## config.mk

```make
export PLATFORM = sky130hd
export DESIGN_NAME = program_memory_read_arbiter
export DESIGN_NICKNAME = d
export VERILOG_FILES = /design/src/rtl/program_memory_read_arbiter.sv
export SDC_FILE = /design/constraint.sdc
export NUM_CORES = 1
export LEC_CHECK = 0
export CAP_MARGIN = 10
export CORE_ASPECT_RATIO = 0.5
export CORE_MARGIN = 2
export CORE_UTILIZATION = 39
export CTS_BUF_LIST = sky130_fd_sc_hd__clkbuf_2 sky130_fd_sc_hd__clkbuf_4 sky130_fd_sc_hd__clkbuf_8
export DETAILED_ROUTE_END_ITERATION = 10
export HOLD_SLACK_MARGIN = 0.05
export PLACE_DENSITY = 0.8
export SYNTH_ARGS = -nofsm -noshare
export SYNTH_HDL_FRONTEND = slang
export SYNTH_SLANG_ARGS = --single-unit
```

## constraint.sdc

```tcl
create_clock -name clk_in -period 8.3 [get_ports clk_in]
set_input_delay 2.49 -clock clk_in [delete_from_list [all_inputs] [get_ports clk_in]]
set_output_delay 2.49 -clock clk_in [all_outputs]
set_load 0.02 [all_outputs]
```

## src/rtl/program_memory_read_arbiter.sv

```systemverilog
// Purpose : round-robin arbiter sharing the read-only port B of program memory
//           between NUM_REQ requesters. Each read carries an ID tag that routes
//           the returned word back to the requester that issued it.
// Latency : grant at cycle T -> read request at T+1 -> resp_valid_out at T+2+READ_LATENCY.
// Backpr. : requests are held off by req_ready_out, one grant per cycle. Responses
//           have no backpressure, so requesters must sink resp_valid_out.
// Ports   :
//   clk_in, rst_in           clock, async active-high reset
//   enable_in                grants allowed only once program memory is loaded
//   req_valid_in/addr_in     per-requester request, 32-bit byte address per lane
//   req_ready_out            one-hot grant (transfer on valid & ready)
//   resp_valid_out/data_out  one-hot response strobe and shared returned word
//   mem_*                    port-B side of the program memory
//   error_out                sticky; a response/tag misalignment was seen
module program_memory_read_arbiter #(
  parameter int NUM_REQ      = 2,
  parameter int READ_LATENCY = 2,
  parameter int ID_W         = (NUM_REQ > 1) ? $clog2(NUM_REQ) : 1
) (
  input  logic                  clk_in,
  input  logic                  rst_in,
  input  logic                  enable_in,
  input  logic [NUM_REQ-1:0]    req_valid_in,
  input  logic [NUM_REQ*32-1:0] req_addr_in,
  output logic [NUM_REQ-1:0]    req_ready_out,
  output logic [NUM_REQ-1:0]    resp_valid_out,
  output logic [31:0]           resp_data_out,
  output logic [31:0]           mem_addr_out,
  output logic                  mem_read_request_out,
  input  logic [31:0]           mem_instr_in,
  input  logic                  mem_data_valid_in,
  output logic                  error_out
);

  // Ownership tag that travels alongside each outstanding read.
  typedef struct packed {
    logic            vld;
    logic [ID_W-1:0] id;
  } tag_t;

  logic [ID_W-1:0]              ptr;
  logic [ID_W-1:0]              gnt_id;
  logic [ID_W-1:0]              next_ptr;
  logic                         gnt_any;
  logic [31:0]                  gnt_addr;
  tag_t                         issue_tag;
  tag_t [READ_LATENCY-1:0]      tag_pipe;
  tag_t                         tail_tag;
  logic [NUM_REQ-1:0]           resp_onehot;
  logic                         resp_take;

  // Requester index modulo NUM_REQ. Inputs never exceed 2*NUM_REQ-1, so a
  // single conditional subtract suffices.
  function automatic logic [ID_W-1:0] wrap_idx(input int v);
    int w;
    w = (v >= NUM_REQ) ? (v - NUM_REQ) : v;
    return ID_W'(w);
  endfunction

  // Round-robin search starting at ptr. The first valid requester found wins.
  always_comb begin
    req_ready_out = '0;
    gnt_any       = 1'b0;
    gnt_id        = '0;
    if (enable_in) begin
      for (int k = 0; k < NUM_REQ; k++) begin
        if (!gnt_any && req_valid_in[wrap_idx(int'(ptr) + k)]) begin
          gnt_any = 1'b1;
          gnt_id  = wrap_idx(int'(ptr) + k);
        end
      end
      if (gnt_any) begin
        req_ready_out[gnt_id] = 1'b1;
      end
    end
  end

  assign gnt_addr = req_addr_in[int'(gnt_id)*32 +: 32];
  assign next_ptr = wrap_idx(int'(gnt_id) + 1);

  // Issue stage: the registered request doubles as the head of the tag pipe.
  always_ff @(posedge clk_in or posedge rst_in) begin
    if (rst_in) begin
      ptr          <= '0;
      mem_addr_out <= '0;
      issue_tag    <= '0;
    end else begin
      if (gnt_any) begin
        ptr          <= next_ptr;
        mem_addr_out <= gnt_addr;
      end
      issue_tag.vld <= gnt_any;
      issue_tag.id  <= gnt_id;
    end
  end

  assign mem_read_request_out = issue_tag.vld;

  // The tail stage lines up with the memory's data_valid for the same read.
  always_ff @(posedge clk_in or posedge rst_in) begin
    if (rst_in) begin
      tag_pipe <= '0;
    end else begin
      tag_pipe[0] <= issue_tag;
      for (int i = 1; i < READ_LATENCY; i++) begin
        tag_pipe[i] <= tag_pipe[i-1];
      end
    end
  end

  assign tail_tag  = tag_pipe[READ_LATENCY-1];
  assign resp_take = tail_tag.vld && mem_data_valid_in;

  always_comb begin
    resp_onehot = '0;
    for (int i = 0; i < NUM_REQ; i++) begin
      resp_onehot[i] = resp_take && (int'(tail_tag.id) == i);
    end
  end

  // Response stage. Any disagreement between the tag pipe and the memory's
  // valid flag means the two pipelines are out of step; it is latched, and
  // the untagged word is dropped rather than misrouted.
  always_ff @(posedge clk_in or posedge rst_in) begin
    if (rst_in) begin
      resp_valid_out <= '0;
      resp_data_out  <= '0;
      error_out      <= 1'b0;
    end else begin
      resp_valid_out <= resp_onehot;
      if (resp_take) begin
        resp_data_out <= mem_instr_in;
      end
      if (tail_tag.vld != mem_data_valid_in) begin
        error_out <= 1'b1;
      end
    end
  end

endmodule

```

==> summary.txt <==
Critical path
  • Reg-to-reg slack, setup: 6.81 ns
  • CP Cell Sequence: clkdlybuf4s50_1, nand2_1, buf_4, nor2_1, clkdlybuf4s50_1
  • Slowest stage delay, CP: 0.63 ns
  • Crit path kind: input port to output pin
  • Req. time, crit path: 5.81 ns
  • Most Frequent Cell on Critical Path: clkdlybuf4s50_1
  • Setup crit start kind: input port
  • CP max FO: 33
  • Critical-path top delay cell: clkdlybuf4s50_1
  • Crit path DAT: 4.17 ns
  • CP Capture Type: output pin

Timing
  • Max Fclk: 0.150 GHz
  • Worst slew pin tran: 0.917 ns
  • Tmin final: 6.66 ns
  • Setup Viol. Count Final: 0
  • Setup TNS Final: 0 ns
  • Relative slew slack: 38.7%
  • Fin. max-slew vios: 0
  • RSZ-0062 raised after global routing: no
  • Layout Skew: 0.0115 ns
  • Count of final hold-check violations: 0
  • Crit share post-route: 80.2%
  • Final worst slack: 1.64 ns

Finish
  • Multi-input logic area: 1250 µm²
  • Layout cell share with drive strength beyond 1: 14.1%
  • Fillers: 600
  • Final cell count without fillers: 522
  • FF/Latch Area: 1850 µm²
  • Final nets: 508
  • Final Util: 64.7%
  • Syn-to-layout area delta: 59.9%
  • Antenna fix cells: 0

Global route
  • Largest net degree at the start of global routing: 75
  • Overall Global Routing Usage: 20.7%
  • Vias in the first global route: 2764
  • First-pass GRT wire length: 14.4 mm
  • Antenna violations before repair: 0
  • Remaining global-route overflow: 0

Synthesis
  • Post-Syn Area: 3260 µm²
  • Yosys top cell by area: dfrtp_1
  • Synth area leaders: dfrtp_1, mux2_2, a22o_1
  • Syn Inst Count: 241
  • YS warnings: 0
  • Yosys cell types: 20
  • Sequential fraction of the synthesis area: 56.8%
  • Top cell type's share of synthesized area: 56.8%
  • Synth Area per Inst: 13.5 µm²
  • Synth Net Count: 344
  • Post-synthesis register bit count: 74

Clocking
  • Clock-pin transition on the worst setup and hold timing paths: 0.07 ns
  • Clock Latency Late Sink: 0.34 ns
  • Post_cts resized: 0
  • CTS Hold Bufs: 0
  • Setup repair bufs after CTS: 0
  • Cts bufs inserted: 9
  • CTS root buf: clkbuf_8
  • CTS tree: done
  • CTS Buffer Depth: 2
  • Clk sinks: 74
  • H-tree levels: 3

Power
  • Pwr Total: 1.07 mW
  • PD cells: 205 nW/µm²
  • P_leak: 2.14 nW
  • IR drop worst, VDD: 0.0922 mV

Detailed routing
  • 1st-pass router iterations: 4
  • Number of DRC markers in iteration 0: 157
  • Remaining DRCs: 0
  • WL final: 9.37 mm
  • Via count: 2698
  • Post-route ant nets: 0
  • Drt wl/cell: 17.9 µm
  • Via/cell ratio: 5.17

Place
  • DP Worst Slack: 1.65 ns
  • Placed cell count: 506
  • GP Congestion: 0.870
  • Dpl hpwl: 6.84 mm
  • I/O Buffers: 171

Worst hold path
  • Hold Path Class: register to register

Floorplan
  • Die area: 9150 µm²
  • Initial Utilization: 40.5%
  • Boundary Pins: 172
  • Core area: 8060 µm²
  • Die Width: 133 µm
  • Row count: 23
  • Die Ht: 68.7 µm

Status
  • Status: completed

Run
  • Max-cap viol count: 0
final timing paths:
kind	from	endpoint	cells after the start
worst min-delay path	tag_pipe[0]	tag_pipe[2]	0
max in group asynchronous	rst_in	mem_addr_out[23]	3
min in group asynchronous	rst_in	resp_data_out[25]	3
worst min register to register	tag_pipe[0]	tag_pipe[2]	0
worst max-delay path	enable_in	req_ready_out[0]	5
worst max register to register	tag_pipe[3]	resp_data_out[12]	3
layout make-up:
class / instances / share of cell area, %
well taps: 112 / 2.69
repair buffers: 177 / 33.7
multi-input cells: 141 / 24.0
inverters: 2 / 0.144
clock inverters: 4 / 0.936
flip-flops and latches: 74 / 35.5
clock buffers: 12 / 3.05
kinds of logic (layout without fill, tap and decap cells):
kind of cell | after synthesis | in the layout | synth area share (%)
adder cells (fa/ha/maj) | 1 | 1 | 0.384
AND/OR/NAND/NOR | 10 | 10 | 1.57
buffers and inverters | 26 | 195 | 4.91
AO/OA/AOI/OAI | 98 | 98 | 25.3
flip-flops | 74 | 74 | 56.8
multiplexers | 32 | 32 | 11.1
power breakdown:
| group | internal (mW) | switching, mW | total (mW) |
|---|---|---|---|
| sequential | 0.415 | 0.0316 | 0.447 |
| clock | 0.159 | 0.124 | 0.282 |
| combinational | 0.186 | 0.152 | 0.338 |
| total | 0.760 | 0.307 | 1.07 |
per-stage QoR:
step	instance area [µm²]	hold WS, ns
6_report	5210	0.363
4_1_cts	5210	0.363
3_3_place_gp	5000	0.333
2_1_floorplan	3260	0.331
3_5_place_dp	5000	0.348
5_1_grt	5210	0.381
flip-flops by register name (all words and copies together) (netlist names):
| name | count |
|---|---|
| resp_data_out | 32 |
| tag_pipe | 4 |
| mem_read_request_out | 1 |
| issue_tag | 1 |
| resp_valid_out | 2 |
| error_out | 1 |
| mem_addr_out | 32 |
| ptr | 1 |
worst max-delay path, delay by kind of cell:
family	cells	cell delay, ns
AND/OR/NAND/NOR	2	0.25
buffers and inverters	3	1.43
layer usage:
layer  vias to the layer above  wire (µm)  global-route usage [%]
met5                         -          0                       0
met4                         0        186                    9.04
met3                        16        364                    4.53
met2                        84       5050                    39.0
met1                      1363       3770                    23.6
li1                       1235          -                       -
cells in the mapped netlist, drive strengths merged:
library cell  count
o2bb2ai          32
buf              21
dfrtp            74
and2b             1
inv               2
nand2             2
mux2             32
ha                1
o21ai             1
and2              2
or2               1
a22o             32
o21bai           32
a21o              1
clkbuf            3
nor2              3
nor2b             1
placed cells by master (no fill, tap or decap):
cell and count:
clkdlybuf4s50_1 171, buf_4 6, and2b_1 1, clkbuf_4 1, inv_6 1, clkinv_2 2
nand2_1 2, inv_2 2, ha_1 1, o2bb2ai_1 32, clkbuf_8 11, or2_2 1
a21o_1 1, mux2_2 32, bufinv_16 1, o21ai_4 1, nor2_1 3, a22o_1 32
o21bai_1 32, dfrtp_1 74, and2_1 2, nor2b_1 1
No activity file was read; power rests on OpenSTA's default activity.
